--- src/rtl/pc_sequencer_if.sv ---
// Purpose: fetch-control bundle between the PC sequencer and its pipeline/imem environment.
// Ports:   master = environment (drives redirects, stall, imem_ready, boot vector);
//          slave  = pc_sequencer (drives PC, hold, imem_req, fetch_valid, flush).
// Optional: EXCEPTION_VECTOR_EN adds exc_req (master->slave) and epc (slave->master).
interface pc_sequencer_if;
  logic [31:0] pc_initial;
  logic        branch_taken;
  logic [31:0] branch_target;
  logic        jump;
  logic [31:0] jump_target;
  logic        jr;
  logic [31:0] jr_target;
  logic        stall_req;
  logic        imem_ready;
  logic [31:0] pc_out;
  logic [31:0] pc_next;
  logic        pc_hold;
  logic        imem_req;
  logic        fetch_valid;
  logic        flush;
`ifdef EXCEPTION_VECTOR_EN
  logic        exc_req;
  logic [31:0] epc;
`endif

  modport master (
    output pc_initial, branch_taken, branch_target, jump, jump_target,
           jr, jr_target, stall_req, imem_ready,
`ifdef EXCEPTION_VECTOR_EN
    output exc_req,
    input  epc,
`endif
    input  pc_out, pc_next, pc_hold, imem_req, fetch_valid, flush
  );

  modport slave (
    input  pc_initial, branch_taken, branch_target, jump, jump_target,
           jr, jr_target, stall_req, imem_ready,
`ifdef EXCEPTION_VECTOR_EN
    input  exc_req,
    output epc,
`endif
    output pc_out, pc_next, pc_hold, imem_req, fetch_valid, flush
  );
endinterface

--- src/rtl/pc_sequencer.sv ---
// Purpose: program-counter sequencer: BOOT/FETCH/MISS control, redirect priority
//          (jr > jump > branch > pc+4), pending redirect across imem misses.
// Latency: outputs are combinational from state and inputs; PC loads on the edge
//          after a completed fetch with pc_hold=0.
// Backpressure: imem_ready=0 holds the PC (MISS); stall_req holds unless a redirect is present.
// Ports: clk, rst_n (async active-low), bus (pc_sequencer_if.slave).
// Optional: EXCEPTION_VECTOR_EN adds exc_req/epc; exception outranks all redirects.
module pc_sequencer (
  input  logic          clk,
  input  logic          rst_n,
  pc_sequencer_if.slave bus
);

  typedef enum logic [1:0] {BOOT = 2'd0, FETCH = 2'd1, MISS = 2'd2} state_t;

`ifdef EXCEPTION_VECTOR_EN
  localparam logic [31:0] EXC_VECTOR = 32'h8000_0180;
`endif

  state_t      state_q, state_d;
  logic [31:0] pc_q;
  logic        pend_q, pend_d;
  logic [31:0] pend_tgt_q, pend_tgt_d;

  logic        active;
  logic        complete;
  logic        redir_now;
  logic [31:0] redir_raw;
  logic [31:0] redir_tgt;
  logic        redir_any;
  logic [31:0] load_tgt;
  logic [31:0] pc_cur;
  logic [31:0] pc_seq;

  logic [31:0] pc_next_o;
  logic        pc_hold_o;
  logic        imem_req_o;
  logic        fetch_valid_o;
  logic        flush_o;

  // Redirect select: later assignments override earlier ones, giving the priority order.
  always_comb begin
    redir_now = 1'b0;
    redir_raw = 32'h0;
    if (bus.branch_taken) begin
      redir_now = 1'b1;
      redir_raw = bus.branch_target;
    end
    if (bus.jump) begin
      redir_now = 1'b1;
      redir_raw = bus.jump_target;
    end
    if (bus.jr) begin
      redir_now = 1'b1;
      redir_raw = bus.jr_target;
    end
`ifdef EXCEPTION_VECTOR_EN
    if (bus.exc_req) begin
      redir_now = 1'b1;
      redir_raw = EXC_VECTOR;
    end
`endif
  end

  assign redir_tgt = {redir_raw[31:2], 2'b00};
  assign active    = (state_q != BOOT);
  assign complete  = active && bus.imem_ready;
  // A pending target counts as a live redirect: it must load at the next completed fetch.
  assign redir_any = redir_now || pend_q;
  assign load_tgt  = redir_now ? redir_tgt : pend_tgt_q;
  // In BOOT (including while reset is held) the boot vector is presented directly,
  // so pc_out tracks pc_initial asynchronously without loading data on reset.
  assign pc_cur    = (state_q == BOOT) ? bus.pc_initial : pc_q;
  assign pc_seq    = pc_cur + 32'd4;

  // State register.
  always_ff @(posedge clk or negedge rst_n) begin
    if (!rst_n) begin
      state_q <= BOOT;
    end else begin
      state_q <= state_d;
    end
  end

  // Next-state logic.
  always_comb begin
    state_d = state_q;
    case (state_q)
      BOOT:    state_d = FETCH;
      FETCH:   state_d = bus.imem_ready ? FETCH : MISS;
      MISS:    state_d = bus.imem_ready ? FETCH : MISS;
      default: state_d = BOOT;
    endcase
  end

  // Output logic.
  always_comb begin
    pc_next_o     = bus.pc_initial;
    pc_hold_o     = 1'b1;
    imem_req_o    = 1'b0;
    fetch_valid_o = 1'b0;
    flush_o       = 1'b0;
    if (active) begin
      imem_req_o = 1'b1;
      pc_next_o  = redir_any ? load_tgt : pc_seq;
      flush_o    = redir_now;
      if (complete) begin
        // A completing fetch under a redirect is wrong-path: discard it but load the target.
        if (redir_any) begin
          pc_hold_o = 1'b0;
        end else if (!bus.stall_req) begin
          pc_hold_o     = 1'b0;
          fetch_valid_o = 1'b1;
        end
      end
    end
  end

  // Pending redirect: captured only while the fetch is still outstanding.
  always_comb begin
    pend_d     = pend_q;
    pend_tgt_d = pend_tgt_q;
    if (!active || complete) begin
      pend_d = 1'b0;
    end else if (redir_now) begin
      pend_d     = 1'b1;
      pend_tgt_d = redir_tgt;
    end
  end

  always_ff @(posedge clk or negedge rst_n) begin
    if (!rst_n) begin
      pc_q       <= 32'h0;
      pend_q     <= 1'b0;
      pend_tgt_q <= 32'h0;
    end else begin
      if (state_q == BOOT) begin
        pc_q <= bus.pc_initial;
      end else if (!pc_hold_o) begin
        pc_q <= pc_next_o;
      end
      pend_q     <= pend_d;
      pend_tgt_q <= pend_tgt_d;
    end
  end

`ifdef EXCEPTION_VECTOR_EN
  logic [31:0] epc_q;

  always_ff @(posedge clk or negedge rst_n) begin
    if (!rst_n) begin
      epc_q <= 32'h0;
    end else if (active && bus.exc_req) begin
      epc_q <= pc_cur;
    end
  end

  assign bus.epc = epc_q;
`endif

  assign bus.pc_out      = pc_cur;
  assign bus.pc_next     = pc_next_o;
  assign bus.pc_hold     = pc_hold_o;
  assign bus.imem_req    = imem_req_o;
  assign bus.fetch_valid = fetch_valid_o;
  assign bus.flush       = flush_o;

endmodule
--- src/flat_wrapper.sv ---
// flat-port wrapper written by rule: the top's interface ports become plain ports
module pc_sequencer_flat 
  (clk, rst_n, bus_pc_initial, bus_branch_taken, bus_branch_target, bus_jump, bus_jump_target, bus_jr, bus_jr_target, bus_stall_req, bus_imem_ready, bus_pc_out, bus_pc_next, bus_pc_hold, bus_imem_req, bus_fetch_valid, bus_flush);
  pc_sequencer_if bus_i ();
  input  logic clk;
  input  logic rst_n;
  input wire logic [$bits(bus_i.pc_initial)-1:0] bus_pc_initial;
  input wire logic [$bits(bus_i.branch_taken)-1:0] bus_branch_taken;
  input wire logic [$bits(bus_i.branch_target)-1:0] bus_branch_target;
  input wire logic [$bits(bus_i.jump)-1:0] bus_jump;
  input wire logic [$bits(bus_i.jump_target)-1:0] bus_jump_target;
  input wire logic [$bits(bus_i.jr)-1:0] bus_jr;
  input wire logic [$bits(bus_i.jr_target)-1:0] bus_jr_target;
  input wire logic [$bits(bus_i.stall_req)-1:0] bus_stall_req;
  input wire logic [$bits(bus_i.imem_ready)-1:0] bus_imem_ready;
  output wire logic [$bits(bus_i.pc_out)-1:0] bus_pc_out;
  output wire logic [$bits(bus_i.pc_next)-1:0] bus_pc_next;
  output wire logic [$bits(bus_i.pc_hold)-1:0] bus_pc_hold;
  output wire logic [$bits(bus_i.imem_req)-1:0] bus_imem_req;
  output wire logic [$bits(bus_i.fetch_valid)-1:0] bus_fetch_valid;
  output wire logic [$bits(bus_i.flush)-1:0] bus_flush;
  assign bus_i.pc_initial = bus_pc_initial;
  assign bus_i.branch_taken = bus_branch_taken;
  assign bus_i.branch_target = bus_branch_target;
  assign bus_i.jump = bus_jump;
  assign bus_i.jump_target = bus_jump_target;
  assign bus_i.jr = bus_jr;
  assign bus_i.jr_target = bus_jr_target;
  assign bus_i.stall_req = bus_stall_req;
  assign bus_i.imem_ready = bus_imem_ready;
  assign bus_pc_out = bus_i.pc_out;
  assign bus_pc_next = bus_i.pc_next;
  assign bus_pc_hold = bus_i.pc_hold;
  assign bus_imem_req = bus_i.imem_req;
  assign bus_fetch_valid = bus_i.fetch_valid;
  assign bus_flush = bus_i.flush;
  pc_sequencer u_core (.clk(clk), .rst_n(rst_n), .bus(bus_i));
endmodule
--- config.mk ---
export PLATFORM = sky130hd
export DESIGN_NAME = pc_sequencer_flat
export DESIGN_NICKNAME = d
export VERILOG_FILES = /design/src/rtl/pc_sequencer_if.sv /design/src/rtl/pc_sequencer.sv /design/src/flat_wrapper.sv
export SDC_FILE = /design/constraint.sdc
export NUM_CORES = 1
export LEC_CHECK = 0
export BUFFER_PORTS_ARGS = -buffer_cell sky130_fd_sc_hd__buf_4
export CORE_MARGIN = 4
export CORE_UTILIZATION = 35
export CTS_CLUSTER_DIAMETER = 30
export DETAILED_ROUTE_END_ITERATION = 8
export PLACE_DENSITY = 0.68
export SYNTH_ARGS = -nofsm -noshare
export SYNTH_HDL_FRONTEND = slang
export SYNTH_SLANG_ARGS = --single-unit
--- constraint.sdc ---
create_clock -name clk -period 4.4 [get_ports clk]
set_input_delay 0.88 -clock clk [delete_from_list [all_inputs] [get_ports clk]]
set_output_delay 0.88 -clock clk [all_outputs]
set_load 0.005 [all_outputs]
==> flow_summary.json, run 1 <==
{
  "outcome": "completed",
  "rows": 45,
  "holdPathStages": 2,
  "synth.avg_cell_area_um2": 7.72,
  "p_comb_frac": 0.600,
  "grt_max_degree": 68,
  "clk_latency_ns": 0.33,
  "die_w_um": 134,
  "antenna_found_initial": 0,
  "grt_use_total": 0.231,
  "dp_hpwl_um": 16100,
  "layout_common_cells": "buf_4 (216), nand2_1 (129), dfrtp_1 (67)",
  "cts_tree": "done",
  "first_global_vias": 6056,
  "worst_slack_ns": 0.242,
  "syn_nets": 861,
  "io_pins": 203,
  "p_int_mw": 2.68,
  "ys_ff_latch": 67,
  "final_hold_viol_count": 0,
  "crit_path_cell_trace": "inv_1, ha_4, buf_12, and4_1, o221ai_1, a2111oi_2, buf_4, nor4b_2, a21oi_1, a311oi_1, buf_4",
  "drtIter0Drc": 627,
  "p_leak_nw": 3.47,
  "p_switching_mw": 1.99,
  "grt_overflow_total": 0,
  "cts.sinks": 67,
  "synth_edf_count": 0,
  "core_area_um2": 15400,
  "final_core_util": 0.492,
  "synth_area_um2": 5580,
  "power.density_nw_per_um2": 614,
  "fin_skew_ns": 0.00583,
  "async_flop_share": 1.00,
  "routed.top_layer": "met4",
  "cp_top_family": "compound AO/OA/AOI/OAI gates",
  "synth-seq-area-share": 0.300,
  "synth_ff_type": "dfrtp_1",
  "first_pass_iters": 5,
  "syn_inst": 723,
  "wl_um": 21200,
  "gp_congestion": 0.901,
  "clk_pin_slew_ns": 0.05,
  "layout-drive-gt1-share": 0.297,
  "fin_setup_tns_ns": 0,
  "synth.distinct_cells": 74,
  "wl_per_cell_um": 19.0,
  "timing_worst_slew_pin_value_ns": 1.12,
  "crit_cells": 11,
  "cts_root_buf": "clkbuf_16",
  "cts.repair.resized": 0,
  "die-area_um2": 18000,
  "final_cell_area_um2": 7600,
  "critPathSlowestCell": "a311oi_1",
  "place_worst_setup_slack_ns": 0.589,
  "holdBufCountCts": 0,
  "crit_arrival_ns": 3.28,
  "p_clk_frac": 0.152,
  "post-cts-setup-buffers": 0,
  "io_buffers": 196,
  "cts.htree.levels": 3,
  "die_h_um": 134,
  "wl_met3_um": 1370,
  "critPathLaunchType": "flop",
  "ant_nets": 0,
  "path_buf_inv": 4,
  "slew_viol_final": 0,
  "crit_fanout": 37,
  "via_per_inst": 5.56,
  "holdCritPathClass": "flop to flop",
  "ctsLongestPathBuffers": 2,
  "layout_commonest_cell": "buf_4",
  "fin_nets": 1039,
  "drc": 0,
  "area_growth_pct": 36.1,
  "rr_worst_depth": 13,
  "grt_pass1_wl_um": 33100,
  "swShare": 0.426,
  "num_vias": 6206,
  "met2_length_um": 10200,
  "drv_cap": 0,
  "finalSetupViolCount": 0,
  "slew_headroom": 0.255,
  "fin_crit_sh": 0.945,
  "power_frac_seq": 0.248,
  "vdd_ir_drop_max_v": 0.000346,
  "met1_length_um": 9180,
  "max_clock_freq_mhz": 240,
  "placed_area_um2": 7300,
  "synth_warnings": 0,
  "cts_buffers": 9,
  "end_kind": "primary output",
  "critPathRequiredTime_ns": 3.52,
  "start_util": 0.362,
  "crit_top_cell": "buf_4",
  "power_mw": 4.66,
  "rsz0062_at_grt": "no",
  "min_period_ns": 4.16,
  "critical_path_class": "flop to primary output",
  "max_stage_delay_ns": 0.39,
  "diodes": 0,
  "nFillCells": 1554
}
[power by group through the flow]
stage	sequential [mW]	combinational, mW	clock, mW
finish	1.16	2.80	0.710
detailed placement	1.16	2.77	0
global route	1.19	3.07	0.745
floorplan	1.08	1.69	0
CTS	1.15	2.79	0.723
global placement	1.14	2.75	0
[path summary, 6_finish.rpt]
path | endpoint | slack, ns | from
worst max register to register | u_core.pc_q[26]$_DFFE_PN0P_ | 1.38 | u_core.state_q[0]$_DFF_PN0_
worst max-delay path | bus_pc_next[31] | 0.24 | u_core.state_q[0]$_DFF_PN0_
worst min-delay path | u_core.pend_tgt_q[15]$_DFFE_PN0P_ | 0.47 | u_core.pend_tgt_q[15]$_DFFE_PN0P_
worst min register to register | u_core.pend_tgt_q[15]$_DFFE_PN0P_ | 0.47 | u_core.pend_tgt_q[15]$_DFFE_PN0P_
min in group asynchronous | u_core.pc_q[25]$_DFFE_PN0P_ | 0.67 | rst_n
max in group asynchronous | u_core.pend_tgt_q[9]$_DFFE_PN0P_ | 3.09 | rst_n
[cells in the mapped netlist, drive strengths merged, types with 3 or more instances]
cell type  number  area (µm²)
nor2           43         161
a211oi          6        45.0
o31ai          16         120
a21boi          8        60.1
o211ai          4        30.0
dfrtp          67        1680
o22ai          11        68.8
a221o           5        50.1
nand2         129         484
a2111oi         3        40.0
o211a           3        30.0
ha              3        37.5
and2            8        50.1
a221oi          3        32.5
o21ai          68         340
nand3          22         110
a31oi          12        75.1
o31a            3        26.3
nor2b          13        81.3
a21oi          35         175
xor2            3        26.3
o21a            5        37.5
or2             4        25.0
mux2           22         248
a21o            6        45.0
nor3b           4        30.0
and3b           3        26.3
nand3b         13         110
a32o            4        40.0
mux2i          13         130
or3             3        18.8
buf            21         109
a22oi          19         143
xnor2          14         123
inv            31         116
o22a            8        70.1
and3            7        43.8
clkbuf         30         113
nand4           6        43.8
o221ai          5        43.8
nand4b          3        26.3
nand2b          7        43.8
nor3            5        30.0
[state kept, by name, indices dropped and copies added, names as in the netlist]
signal	count
u_core.pc_q	32
u_core.pend_q	1
u_core.state_q	2
u_core.pend_tgt_q	32
[worst reg2reg max path, stage by stage, from the launching register on]
cell	delay [ns]
dfrtp_1	0.38
inv_1	0.10
ha_4	0.35
nand2_1	0.16
o21ai_0	0.14
ha_1	0.30
inv_1	0.07
a221oi_2	0.18
buf_4	0.22
nand4_2	0.12
buf_4	0.20
o31ai_1	0.25
a22oi_1	0.15
mux2_2	0.28
[metal layers]
metal / vias up / GRT usage
met3: 28 / 0.0409
met4: 0 / 0.0639
met2: 237 / 0.385
met5: - / 0
li1: 2993 / -
met1: 2948 / 0.307
[kinds of logic after synthesis]
logic type	after synthesis	share of synthesized area
simple gates	278	0.246
compound gates	240	0.292
buf+inv	83	0.0612
flops	67	0.300
mux	35	0.0677
xor+xnor	17	0.0267
fa+ha+maj	3	0.00672
[final cells by class]
class,instances,area [µm²],area share
clock buffer,15,288,0.0379
sequential,67,1680,0.221
clock inverter,1,5.00,0.000659
inverter,32,120,0.0158
multi-input combinational,573,3580,0.472
tap,211,264,0.0347
timing repair buffer,218,1660,0.219
[through the flow]
step                      hold WS (ns)  instances
after detailed placement         0.457       1101
after floorplan                  0.437        723
after global placement           0.454       1101
final                            0.470       1117
after CTS                        0.470       1117
after global routing             0.495       1117
Note: power is estimated with default switching activity, not from simulation.
==> run 2, diff against run 1 <==
--- a/config.mk
+++ b/config.mk
@@ -6,6 +6,7 @@
 export NUM_CORES = 1
 export LEC_CHECK = 0
 export BUFFER_PORTS_ARGS = -buffer_cell sky130_fd_sc_hd__buf_4
+export CORE_ASPECT_RATIO = 0.9
 export CORE_MARGIN = 4
 export CORE_UTILIZATION = 35
 export CTS_CLUSTER_DIAMETER = 30
==> run 2 against run 1 <==
Total power is 1.2% lower. Sequential cell count stayed put. Count of clock-buffer cells in the layout is 4 lower. Worst setup slack better by 0.027 ns. First-iteration DRC count is 4.1% higher. Non-clock buffer count is 6 higher. Maximum frequency is 0.66% higher. Clock skew is 0.0017 ns higher. Critical endpoint is now bus_pc_next[30].
==> flow_summary.json, run 2 (synthesized netlist as in run 1, its figures left out) <==
{
  "outcome": "completed",
  "ant_nets": 0,
  "fin_setup_tns_ns": 0,
  "max_stage_delay_ns": 0.37,
  "grt_max_degree": 68,
  "first_global_vias": 5828,
  "vdd_ir_drop_max_v": 0.000363,
  "grt_overflow_total": 0,
  "seq_area_um2": 1680,
  "rsz0062_at_grt": "no",
  "clk_pin_slew_ns": 0.06,
  "diodes": 0,
  "timing_worst_slew_pin_value_ns": 1.09,
  "p_clk_frac": 0.141,
  "io_buffers": 196,
  "drc": 0,
  "drtIter0Drc": 653,
  "finalSetupViolCount": 0,
  "crit_path_cell_trace": "inv_1, ha_4, nand2_1, o21ai_0, ha_1, inv_1, a221oi_2, buf_4, nand4_2, nor3_1, xnor2_1, a31oi_1, buf_4",
  "layout_common_cells": "buf_4 (223), nand2_1 (129), dfrtp_1 (67)",
  "crit_fanout": 17,
  "crit_arrival_ns": 3.25,
  "cts_buffers": 9,
  "num_vias": 6238,
  "clk_latency_ns": 0.33,
  "die_h_um": 128,
  "area_growth_pct": 35.7,
  "power_frac_seq": 0.248,
  "max_clock_freq_mhz": 242,
  "end_kind": "primary output",
  "slew_viol_final": 0,
  "swShare": 0.432,
  "cp_top_family": "simple AND/OR/NAND/NOR gates",
  "holdCritPathClass": "flop to flop",
  "io_pins": 203,
  "critPathRequiredTime_ns": 3.52,
  "path_buf_inv": 4,
  "nFillCells": 1524,
  "grt_pass1_wl_um": 31900,
  "fin_skew_ns": 0.00748,
  "rows": 43,
  "fin_crit_sh": 0.939,
  "p_leak_nw": 3.47,
  "power.density_nw_per_um2": 608,
  "critPathLaunchType": "flop",
  "reg2reg_from": "u_core.state_q[1]$_DFF_PN0_",
  "critical_path_class": "flop to primary output",
  "wl_um": 20900,
  "ctsLongestPathBuffers": 2,
  "p_comb_frac": 0.610,
  "cts.sinks": 67,
  "rr_worst_depth": 12,
  "cts.htree.levels": 3,
  "final_hold_viol_count": 0,
  "multi_input_area_um2": 3580,
  "slew_headroom": 0.273,
  "start_util": 0.359,
  "fin_nets": 1045,
  "largestRegisters": "u_core.pc_q x32, u_core.pend_tgt_q x32, u_core.state_q x2",
  "min_period_ns": 4.13,
  "critPathSlowestCell": "dfrtp_1",
  "cts_root_buf": "clkbuf_16",
  "p_switching_mw": 1.99,
  "cts_tree": "done",
  "layout_commonest_cell": "buf_4",
  "gp_congestion": 0.901,
  "cts.repair.resized": 0,
  "dp_hpwl_um": 16200,
  "crit_start": "u_core.state_q[1]$_DFF_PN0_",
  "die_w_um": 141,
  "hold_start": "u_core.pend_tgt_q[30]$_DFFE_PN0P_",
  "antenna_found_initial": 0,
  "via_per_inst": 5.61,
  "wl_per_cell_um": 18.8,
  "power_mw": 4.61,
  "layout-drive-gt1-share": 0.300,
  "crit_cells": 13,
  "die-area_um2": 18000,
  "holdPathStages": 2,
  "grt_use_total": 0.223,
  "p_int_mw": 2.61,
  "drv_cap": 0,
  "core_area_um2": 15500,
  "first_pass_iters": 5
}
==> run 2: layer usage <==
metal	vias up	share of wire	GRT usage
met2	256	0.48	0.372
met3	19	0.073	0.0421
met5	-	0	0
met4	0	0.013	0.0376
li1	3009	-	-
met1	2954	0.44	0.305
==> run 2: final timing paths <==
| path | endpoint | slack, ns |
|---|---|---|
| min | u_core.pend_tgt_q[30]$_DFFE_PN0P_ | 0.47 |
| min reg2reg | u_core.pend_tgt_q[30]$_DFFE_PN0P_ | 0.47 |
| max in group asynchronous | u_core.pend_tgt_q[11]$_DFFE_PN0P_ | 3.12 |
| max reg2reg | u_core.pc_q[26]$_DFFE_PN0P_ | 1.43 |
| max | bus_pc_next[30] | 0.27 |
| min in group asynchronous | u_core.pc_q[3]$_DFFE_PN0P_ | 0.67 |
==> run 2: per-stage QoR <==
step	hold WS [ns]	util	instance area [µm²]	setup WS (ns)	instances
after detailed placement	0.457	0.469	7300	0.473	1096
after global placement	0.452	0.469	7300	0.488	1096
after CTS	0.470	0.486	7560	0.121	1109
after floorplan	0.437	-	5580	0.00516	723
after global routing	0.486	0.487	7570	0.00812	1111
final	0.472	0.487	7570	0.269	1111
==> run 2: power groups by stage <==
stage / clock [mW] / combinational [mW] / sequential, mW
2_1_floorplan: 0 / 1.69 / 1.08
3_3_place_gp: 0 / 2.75 / 1.13
3_5_place_dp: 0 / 2.77 / 1.14
4_1_cts: 0.659 / 2.79 / 1.13
5_1_grt: 0.685 / 3.08 / 1.18
6_report: 0.652 / 2.81 / 1.14
==> run 2: worst min-delay path: stages (launching register included) <==
cell and delay, ns:
dfrtp_1 0.33, nand2_1 0.05, nand2_1 0.06
==> run 2: cell type report <==
cell class,count,area share
clock buffer,11,0.0320
clock inverter,2,0.00198
inverter,32,0.0159
multi-input combinational,573,0.473
sequential,67,0.221
tap,202,0.0334
timing repair buffer,224,0.222
==> run 2: what timing repair did <==
action | in CTS | in global routing
setup buffers | 0 | 2
endpoints found under the setup margin | 0 | 5
hold buffers | 0 | 0
